$ cat config.mk
export PLATFORM = sky130hd
export DESIGN_NAME = jtag_port_sequencer
export DESIGN_NICKNAME = d
export VERILOG_FILES = /design/src/rtl/jtag_port_sequencer.sv
export SDC_FILE = /design/constraint.sdc
export NUM_CORES = 1
export LEC_CHECK = 0
export BUFFER_PORTS_ARGS = -buffer_cell sky130_fd_sc_hd__buf_2
export CAP_MARGIN = 20
export CORE_MARGIN = 1
export CORE_UTILIZATION = 35
export CTS_CLUSTER_SIZE = 16
export DETAILED_ROUTE_END_ITERATION = 6
export PLACE_DENSITY = 0.61
export REMOVE_ABC_BUFFERS = 1
export SLEW_MARGIN = 20
export SYNTH_ARGS = -nofsm -noshare
export SYNTH_HDL_FRONTEND = slang
export SYNTH_SLANG_ARGS = --single-unit
$ cat constraint.sdc
create_clock -name clk -period 2.2 [get_ports clk]
set_input_delay 0.11 -clock clk [delete_from_list [all_inputs] [get_ports clk]]
set_output_delay 0.11 -clock clk [all_outputs]
set_load 0.02 [all_outputs]
$ cat src/rtl/jtag_port_sequencer.sv
// Sequences JTAG port ownership changes (internal / external / test) with drain, TCK gating, settle and optional TAP reset.
// Optional feature: define JTAG_EXT_QUIET_EN to require external TCK quiet time before leaving the external source.
`ifndef JTAG_INT
`define JTAG_INT 2'b00
`endif
`ifndef JTAG_EXT
`define JTAG_EXT 2'b01
`endif
`ifndef JTAG_TEST
`define JTAG_TEST 2'b10
`endif

module jtag_port_sequencer #(
  parameter int GUARD_CYCLES  = 4,
  parameter int SETTLE_CYCLES = 8,
  parameter int TAPRST_CLOCKS = 5,
  parameter int DRAIN_TIMEOUT = 1023,
  parameter int QUIET_CYCLES  = 16
) (
  input  logic       clk,
  input  logic       rst,
  input  logic       req_valid,
  input  logic [1:0] req_sel,
  input  logic       req_tap_reset,
  output logic       req_ready,
  input  logic       ctrl_idle,
  input  logic       ctrl_ce,
  input  logic       ext_tck,
  output logic       jtag_ce,
  output logic [1:0] jtag_sel,
  output logic       tap_override,
  output logic       tap_tms,
  output logic       busy,
  output logic       done,
  output logic       err,
  output logic [2:0] dbg_state
);

  // Handshake: a request is taken on any clk edge where req_valid && req_ready.
  // req_ready is high only in IDLE; the requester holds req_valid until accepted.

  localparam int MAX_GS  = (GUARD_CYCLES > SETTLE_CYCLES) ? GUARD_CYCLES : SETTLE_CYCLES;
  localparam int MAX_TD  = (TAPRST_CLOCKS > DRAIN_TIMEOUT) ? TAPRST_CLOCKS : DRAIN_TIMEOUT;
  localparam int MAX_GSTD = (MAX_GS > MAX_TD) ? MAX_GS : MAX_TD;
  localparam int MAX_P   = (MAX_GSTD > QUIET_CYCLES) ? MAX_GSTD : QUIET_CYCLES;
  localparam int CW      = $clog2(MAX_P) + 1;

  localparam logic [CW-1:0] DRAIN_LAST  = CW'(DRAIN_TIMEOUT - 1);
  localparam logic [CW-1:0] GUARD_LAST  = CW'(GUARD_CYCLES - 1);
  localparam logic [CW-1:0] SETTLE_LAST = CW'(SETTLE_CYCLES - 1);
  localparam logic [CW-1:0] TAPRST_LAST = CW'(TAPRST_CLOCKS - 1);

  typedef enum logic [2:0] {
    S_IDLE    = 3'd0,
    S_DRAIN   = 3'd1,
    S_GATE    = 3'd2,
    S_SWITCH  = 3'd3,
    S_SETTLE  = 3'd4,
    S_TAPRST  = 3'd5,
    S_TAPIDLE = 3'd6,
    S_DONE    = 3'd7
  } state_t;

  state_t        state;
  state_t        state_nx;
  logic [CW-1:0] cnt;
  logic [CW-1:0] cnt_nx;
  logic [1:0]    tgt_sel;
  logic          tgt_rst;
  logic          err_nx;
  logic          ce_force0;
  logic          ce_force1;
  logic          quiet_ok;
  logic          sel_legal;
  logic          req_eff_rst;
  logic          counting;

  assign sel_legal   = (req_sel == `JTAG_INT) || (req_sel == `JTAG_EXT) || (req_sel == `JTAG_TEST);
  assign req_eff_rst = req_tap_reset && (req_sel == `JTAG_INT);
  assign dbg_state   = state;

  // Outside the forced windows the internal controller owns TCK, but only while it owns the port.
  assign jtag_ce = ce_force1 || (!ce_force0 && ctrl_ce && (jtag_sel == `JTAG_INT));

`ifdef JTAG_EXT_QUIET_EN
  logic [1:0]    ext_sync;
  logic          ext_prev;
  logic          ext_edge;
  logic [CW-1:0] quiet_cnt;

  assign ext_edge = ext_sync[1] ^ ext_prev;

  // Quiet count restarts on every synchronised edge and on each DRAIN entry; saturates at the target.
  always_ff @(posedge clk or negedge rst) begin
    if (!rst) begin
      ext_sync  <= 2'b00;
      ext_prev  <= 1'b0;
      quiet_cnt <= '0;
    end else begin
      ext_sync <= {ext_sync[0], ext_tck};
      ext_prev <= ext_sync[1];
      if (state != S_DRAIN || ext_edge) begin
        quiet_cnt <= '0;
      end else if (quiet_cnt != CW'(QUIET_CYCLES)) begin
        quiet_cnt <= quiet_cnt + 1'b1;
      end
    end
  end

  assign quiet_ok = (jtag_sel != `JTAG_EXT) || (quiet_cnt == CW'(QUIET_CYCLES));
`else
  logic unused_ext_tck;
  assign unused_ext_tck = ext_tck;
  assign quiet_ok       = 1'b1;
`endif

  always_comb begin
    state_nx = state;
    err_nx   = 1'b0;
    case (state)
      S_IDLE: begin
        if (req_valid) begin
          if (!sel_legal) begin
            err_nx = 1'b1;
          end else if (req_sel == jtag_sel && !req_eff_rst) begin
            state_nx = S_DONE;
          end else begin
            state_nx = S_DRAIN;
          end
        end
      end
      S_DRAIN: begin
        if (ctrl_idle && quiet_ok) begin
          state_nx = S_GATE;
        end else if (cnt == DRAIN_LAST) begin
          state_nx = S_IDLE;
          err_nx   = 1'b1;
        end
      end
      S_GATE:    if (cnt == GUARD_LAST) state_nx = S_SWITCH;
      S_SWITCH:  state_nx = S_SETTLE;
      S_SETTLE:  if (cnt == SETTLE_LAST) state_nx = tgt_rst ? S_TAPRST : S_DONE;
      S_TAPRST:  if (cnt == TAPRST_LAST) state_nx = S_TAPIDLE;
      S_TAPIDLE: state_nx = S_DONE;
      S_DONE:    state_nx = S_IDLE;
      default:   state_nx = S_IDLE;
    endcase
  end

  assign counting = (state == S_DRAIN) || (state == S_GATE) ||
                    (state == S_SETTLE) || (state == S_TAPRST);

  // Counters reload on every state entry, so each hold starts from zero.
  always_comb begin
    cnt_nx = cnt;
    if (state_nx != state) begin
      cnt_nx = '0;
    end else if (counting) begin
      cnt_nx = cnt + 1'b1;
    end
  end

  // Outputs are registered from the next state so they line up with the state they describe.
  always_ff @(posedge clk or negedge rst) begin
    if (!rst) begin
      state        <= S_IDLE;
      cnt          <= '0;
      tgt_sel      <= `JTAG_EXT;
      tgt_rst      <= 1'b0;
      jtag_sel     <= `JTAG_EXT;
      req_ready    <= 1'b1;
      busy         <= 1'b0;
      done         <= 1'b0;
      err          <= 1'b0;
      tap_override <= 1'b0;
      tap_tms      <= 1'b0;
      ce_force0    <= 1'b0;
      ce_force1    <= 1'b0;
    end else begin
      state <= state_nx;
      cnt   <= cnt_nx;
      if (state == S_IDLE && req_valid) begin
        tgt_sel <= req_sel;
        tgt_rst <= req_eff_rst;
      end
      if (state == S_SWITCH) begin
        jtag_sel <= tgt_sel;
      end
      req_ready    <= (state_nx == S_IDLE);
      busy         <= (state_nx != S_IDLE);
      done         <= (state_nx == S_DONE);
      err          <= err_nx;
      tap_override <= (state_nx == S_TAPRST) || (state_nx == S_TAPIDLE);
      tap_tms      <= (state_nx == S_TAPRST);
      ce_force0    <= (state_nx == S_GATE) || (state_nx == S_SWITCH) || (state_nx == S_SETTLE);
      ce_force1    <= (state_nx == S_TAPRST) || (state_nx == S_TAPIDLE);
    end
  end

endmodule
# Word level (Yosys, flattened, before mapping)
# Index checks and enable logic that the tools add are counted.
[word_totals]
ff_bits = 26
input_bits = 9
word_cells = 73
[classes]
n_addsub = 1
eq_ne = 21
n_mux = 17
n_reduce_logical = 22
[op_table]
columns = ["operator", "n"]
rows = [
  ["3-bit equality test (second input constant)", 8],
  ["3-bit two-way mux", 8],
  ["3-bit one-hot mux with 8 select lines", 1],
  ["11-bit by 3-bit equality test with 1-bit output (second input constant)", 2],
  ["11-bit two-way mux", 2],
  ["3-bit by 2-bit equality test with 1-bit output (second input constant)", 4],
  ["11-bit by 1-bit adder with 11-bit output (second input constant)", 1],
  ["11-bit by 10-bit equality test with 1-bit output (second input constant)", 1],
  ["11-bit by 2-bit equality test with 1-bit output (second input constant)", 1],
  ["1-bit logical OR", 9],
  ["3-bit zero test", 2],
  ["1-bit logical AND", 5],
  ["2-bit zero test", 2],
  ["1-bit two-way mux", 4],
  ["3-bit by 1-bit equality test with 1-bit output (second input constant)", 1],
  ["3-bit inequality test", 1],
  ["3-bit nonzero test", 1],
  ["2-bit by 1-bit equality test with 1-bit output (second input constant)", 1],
  ["2-bit equality test", 1],
  ["2-bit equality test (second input constant)", 1],
  ["1-bit zero test", 2],
  ["2-bit two-way mux", 1],
  ["1-bit one-hot mux with 2 select lines", 1],
  ["2-bit nonzero test", 1],
]

# Logic depth before layout (Yosys ltp)
[logic_depth]
word_depth = 11
ltp_mapped = 9
depth_no_buf = 8

# Worst setup path after synthesis
# No wires, ideal clock.
[synth_timing]
kind = "reg2reg"
startpoint = "register state[1] (netlist: dbg_state[1])"
endpoint = "register cnt[10]"
arrival_time_ps = 1845
t_required_ps = 2081
setup_slack_ps = 236
path_stages_with_launch = 9
path_cell_list = "dfrtp_1 buf_8 and2b_1 xor2_1 o32a_1 a21oi_2 mux2_2 buf_4 nor2_1"
[synth_via]
word_cells_on_any_way = 22
classes_between = "8 x eq/ne; 9 x mux; 5 x reduce/logical"
[synth_lines]
columns = ["element", "line_no", "rtl"]
rows = [
  ["start: declaration", "64", "state_t state;"],
  ["start signal: assignment", "180", "state <= state_nx;"],
  ["3-bit equality test, or another cell as far along", "120", "case (state)"],
  ["3-bit one-hot mux with 8 select lines (*)", "120", ""],
  ["named net state_nx[0]", "65", "state_t state_nx;"],
  ["3-bit inequality test (*)", "156", "if (state_nx != state) begin"],
  ["11-bit two-way mux or 2-bit nonzero test (tied branches)", "--", ""],
  ["end signal: assignment", "181", "cnt <= cnt_nx;"],
  ["end: declaration", "66", "logic [CW-1:0] cnt;"],
]
# Mark *: on every way through the listed nets, which the timed path passes. The rest lies on a longest branch.
# A chain may end at the register's enable or synchronous reset.

# Final worst setup path
[layout_timing]
startpoint = "register jtag_sel[0]"
endpoint = "register ce_force1"
[layout_via]
elab_chain_cells = 8
word_cells_on_any_way = 9
classes_between = "3 x eq/ne; 4 x mux; 2 x reduce/logical"
[layout_rtl]
columns = ["element", "line_no", "rtl"]
rows = [
  ["start: declaration", "30", "output logic [1:0] jtag_sel,"],
  ["start signal: assignment", "170", "jtag_sel <= `JTAG_EXT;"],
  ["start signal: assignment", "187", "jtag_sel <= tgt_sel;"],
  ["2-bit equality test (*)", "125", "end else if (req_sel == jtag_sel && !req_eff_rst) begin"],
  ["1-bit logical AND (*)", "125", ""],
  ["3-bit two-way mux (*)", "125", ""],
  ["3-bit two-way mux (*)", "123", "if (!sel_legal) begin"],
  ["3-bit two-way mux (*)", "122", "if (req_valid) begin"],
  ["3-bit one-hot mux with 8 select lines (*)", "120", ""],
  ["3-bit equality test", "196", "ce_force1 <= (state_nx == S_TAPRST) || (state_nx == S_TAPIDLE);"],
  ["1-bit logical OR (*)", "196", ""],
  ["end signal: assignment", "196", ""],
  ["end: declaration", "72", "logic ce_force1;"],
]
# Mark *: on every way between the ends. The rest lies on a longest branch, timed or not.

==> flow_summary.json <==
{
  "worstHoldStart": "req_tap_reset",
  "route.met3.wl_um": 114,
  "multiInputGateArea_um2": 668.1,
  "pwr-share-seq_pct": 36.1,
  "worstPathCellList": "or3_1 > a211o_1 > a21boi_2 > o22ai_1 > or3b_1 > o21ai_2",
  "drc": 0,
  "synth_fa_ha_area_share_pct": 2.735,
  "max_clock_freq_mhz": 504.5,
  "path_class": "register to register",
  "cts_inserted_buffers": 3,
  "final_hold_viol_count": 0,
  "grt_pass1_wl_um": 4395,
  "drv_cap": 0,
  "cts_tree": "yes",
  "yosysSeqAreaShare_pct": 47.68,
  "synth_compound_area_share_pct": 8.113,
  "synthMuxAreaShare_pct": 5.561,
  "start_util_pct": 36.94,
  "rsz0062_at_grt": "false",
  "hp-class": "input port to register",
  "grt_usage_pct": 13.62,
  "antenna_cells": 0,
  "cts.sinks": 26,
  "htreeDepth": 1,
  "pwr-share-clk_pct": 19.1,
  "whs_endpoint": "tgt_rst$_DFFE_PN0P_",
  "cp_max_fo": 6,
  "leakage_nw": 0.7246,
  "worst_pin_slew_ns": 0.5631,
  "place_ws_ns": 0.08092,
  "hold_depth": 3,
  "switching_share_pct": 39.63,
  "setup_viol": 0,
  "status": "finished, final reports clean",
  "wl_met2_um": 1265,
  "ys_seq_elements": 26,
  "root_buffer": "clkbuf_8",
  "routed-via-count": 1020,
  "die_w_um": 64.62,
  "area_growth_pct": 16.96,
  "setup_ws_ns": 0.2178,
  "cp_num_cells": 6,
  "final_layout_size_suffix_gt1_share_pct": 26.88,
  "antenna_left": 0,
  "antenna_found_initial": 0,
  "p_sw_w": 0.0008114,
  "ir_drop_uv": 334.3,
  "cp_top_family": "simple AND/OR/NAND/NOR gates",
  "dieArea_um2": 4176,
  "highest_layer": "met4",
  "portBuffers": 19,
  "synth_top_family_by_area": "simple AND/OR/NAND/NOR gates",
  "ios": 21,
  "fill_cells": 366,
  "cts.reportedPaths.clkPinSlew_ns": 0.09,
  "clkLatencyLatePin_ns": 0.27,
  "ys.flop_type": "dfrtp_1",
  "dieHeight_um": 64.62,
  "syn_area_per_cell_um2": 9.946,
  "fin_crit_sh_pct": 90.10,
  "vias_per_cell": 4.904,
  "dp_hpwl_um": 1899,
  "synthDistinctLibCells": 43,
  "grt_start_max_net_pins": 27,
  "syn_area_um2": 1373,
  "start_kind": "register",
  "worst-r2r-cell-count": 6,
  "core_area_um2": 3716,
  "drt-initial-drc-count": 31,
  "cpMaxStageDelayCell": "dfstp_2",
  "reg2reg_slack_ns": 0.22,
  "power_per_cell_area_nw_per_um2": 1275,
  "total_power_w": 0.002047,
  "p_int_w": 0.001236,
  "netlist_instances": 138,
  "place_congestion": 0.8191,
  "tns_ns": 0,
  "wl_um": 2624,
  "seq_area_um2": 655.6,
  "synth_edf_count": 0,
  "wl_met1_um": 1229,
  "cp.arrival_ns": 2.19,
  "clockBufferDepth": 2,
  "rows": 22,
  "finClkSkew_ns": 0.005908,
  "ys_warn_count": 0,
  "relSlewSlack_pct": 62.46,
  "globalRoute.totalOverflow": 0,
  "wl_per_cell_um": 12.62,
  "r2r_start": "jtag_sel[0]$_DFFE_PN1P_",
  "async_reset_ff_share_pct": 100.0,
  "drv_slew": 0,
  "cts_setup_buffers": 0,
  "layout_min_cycle_time_ns": 1.982,
  "worst-path-buf-inv": 0,
  "finalNetCount": 173,
  "synthSimpleGateAreaFrac_pct": 23.43,
  "rr_endpoint": "ce_force1$_DFF_PN0_",
  "drt_pass1_iterations": 4,
  "combPwrFrac_pct": 44.8,
  "grt_pass1_vias": 976,
  "cp-end-kind": "register",
  "synth_xor_area_share_pct": 7.657,
  "slowest_delay_ns": 0.41,
  "crit_required_ns": 2.41
}
[worst max path at each step]
stage                                 start                  end  slack (ns)
floorplan            dbg_state[1]$_DFF_PN0_  cnt[10]$_DFFE_PN0P_        0.28
finish              jtag_sel[0]$_DFFE_PN1P_  ce_force1$_DFF_PN0_        0.22
detailed placement       cnt[6]$_DFFE_PN0P_   cnt[8]$_DFFE_PN0P_        0.08
global placement         cnt[6]$_DFFE_PN0P_   cnt[2]$_DFFE_PN0P_        0.11
CTS                      cnt[6]$_DFFE_PN0P_   cnt[8]$_DFFE_PN0P_        0.05
global route             cnt[0]$_DFFE_PN0P_   cnt[6]$_DFFE_PN0P_        0.06
[timing repair]
| action | in CTS | in global routing |
|---|---|---|
| endpoints found under the setup margin | 0 | 11 |
| hold buffers | 1 | 0 |
| gates resized for setup | 0 | 4 |
| hold endpoints to repair | 23 | 0 |
[cell type report]
class                      instances  share of cell area (%)
inverter                           6                   1.403
sequential                        26                   40.84
clock inverter                     1                   1.871
multi-input combinational        101                   41.62
timing repair buffer              23                   7.950
clock buffer                       3                   2.572
tap                               48                   3.741
[logic make-up (layout without fill, tap and decap cells)]
family	after synthesis	after routing
DFF	26	26
AOI/OAI and AO/OA	15	15
adders and majority gates	3	3
xor gates and xnor gates	12	12
and+or+nand+nor	64	64
buffers and inverters	11	33
muxes	7	7
[power by group through the flow]
stage | Sequential [W] | Combinational, W | Clock, W
global placement | 0.000736 | 0.000877 | 0
CTS | 0.000738 | 0.000903 | 0.000398
finish | 0.000739 | 0.000916 | 0.000392
detailed placement | 0.000748 | 0.000899 | 0
floorplan | 0.000818 | 0.000570 | 0
global route | 0.000759 | 0.00102 | 0.000418
[Yosys cell counts, types with 2 or more instances]
cell type	number	area [um^2]
a21oi_1	3	15.01
and3_1	2	12.51
and4_1	2	17.52
buf_2	2	10.01
dfrtp_1	23	575.6
dfstp_2	3	78.83
ha_1	3	37.54
inv_1	6	22.52
mux2_2	5	56.30
mux2i_1	2	20.02
nand2_1	12	45.04
nand2b_1	2	12.51
nand3_1	5	25.02
nand4_1	3	18.77
nor2_1	23	86.33
nor3_1	2	10.01
nor4_1	3	18.77
o21ai_0	2	10.01
xnor2_1	6	52.55
xor2_1	6	52.55
[registers in the layout, summed over array words and instances (netlist names)]
register,flops
ce_force1,1
err,1
tgt_rst,1
tgt_sel,2
req_ready,1
cnt,11
jtag_sel,2
done,1
dbg_state,3
tap_tms,1
ce_force0,1
busy,1
[worst min-delay path, stage by stage]
cell and delay [ns]:
buf_2 0.08, nand3_1 0.05, o21ai_0 0.06
[through the flow]
stage | utilization (%) | std cells | instance area, um^2 | hold WS, ns
final | 43.20 | 208 | 1605 | 0.07461
after CTS | 42.73 | 208 | 1588 | 0.07902
after detailed placement | 40.54 | 203 | 1506 | 0.1393
after global placement | 40.54 | 203 | 1506 | 0.1299
after floorplan | - | 133 | 1329 | -0.1856
after global routing | 43.20 | 208 | 1605 | 0.1136
[placed cells by master (no fill, tap or decap), types with 2 or more instances in the layout]
master    Yosys  routed
and3_1        2       2
ha_1          3       3
nor2_1       23      23
buf_4         1       3
xnor2_1       6       6
nand2b_1      2       2
o21ai_0       2       2
dfrtp_1      23      22
a21oi_1       3       3
dfstp_2       3       3
nand2_1      12      12
mux2i_1       2       2
nand4_1       3       3
nor3_1        2       2
nand3_1       5       5
inv_1         6       6
clkbuf_8      0       3
xor2_1        6       6
buf_2         2      19
and4_1        2       2
nor4_2        0       2
mux2_2        5       4
[layer usage]
metal,up-vias,GRT usage [%]
met3,2,2.641
met2,24,22.63
met4,0,5.556
met5,-,0
li1,515,-
met1,479,17.28
Power figures use the tool's default switching activity.
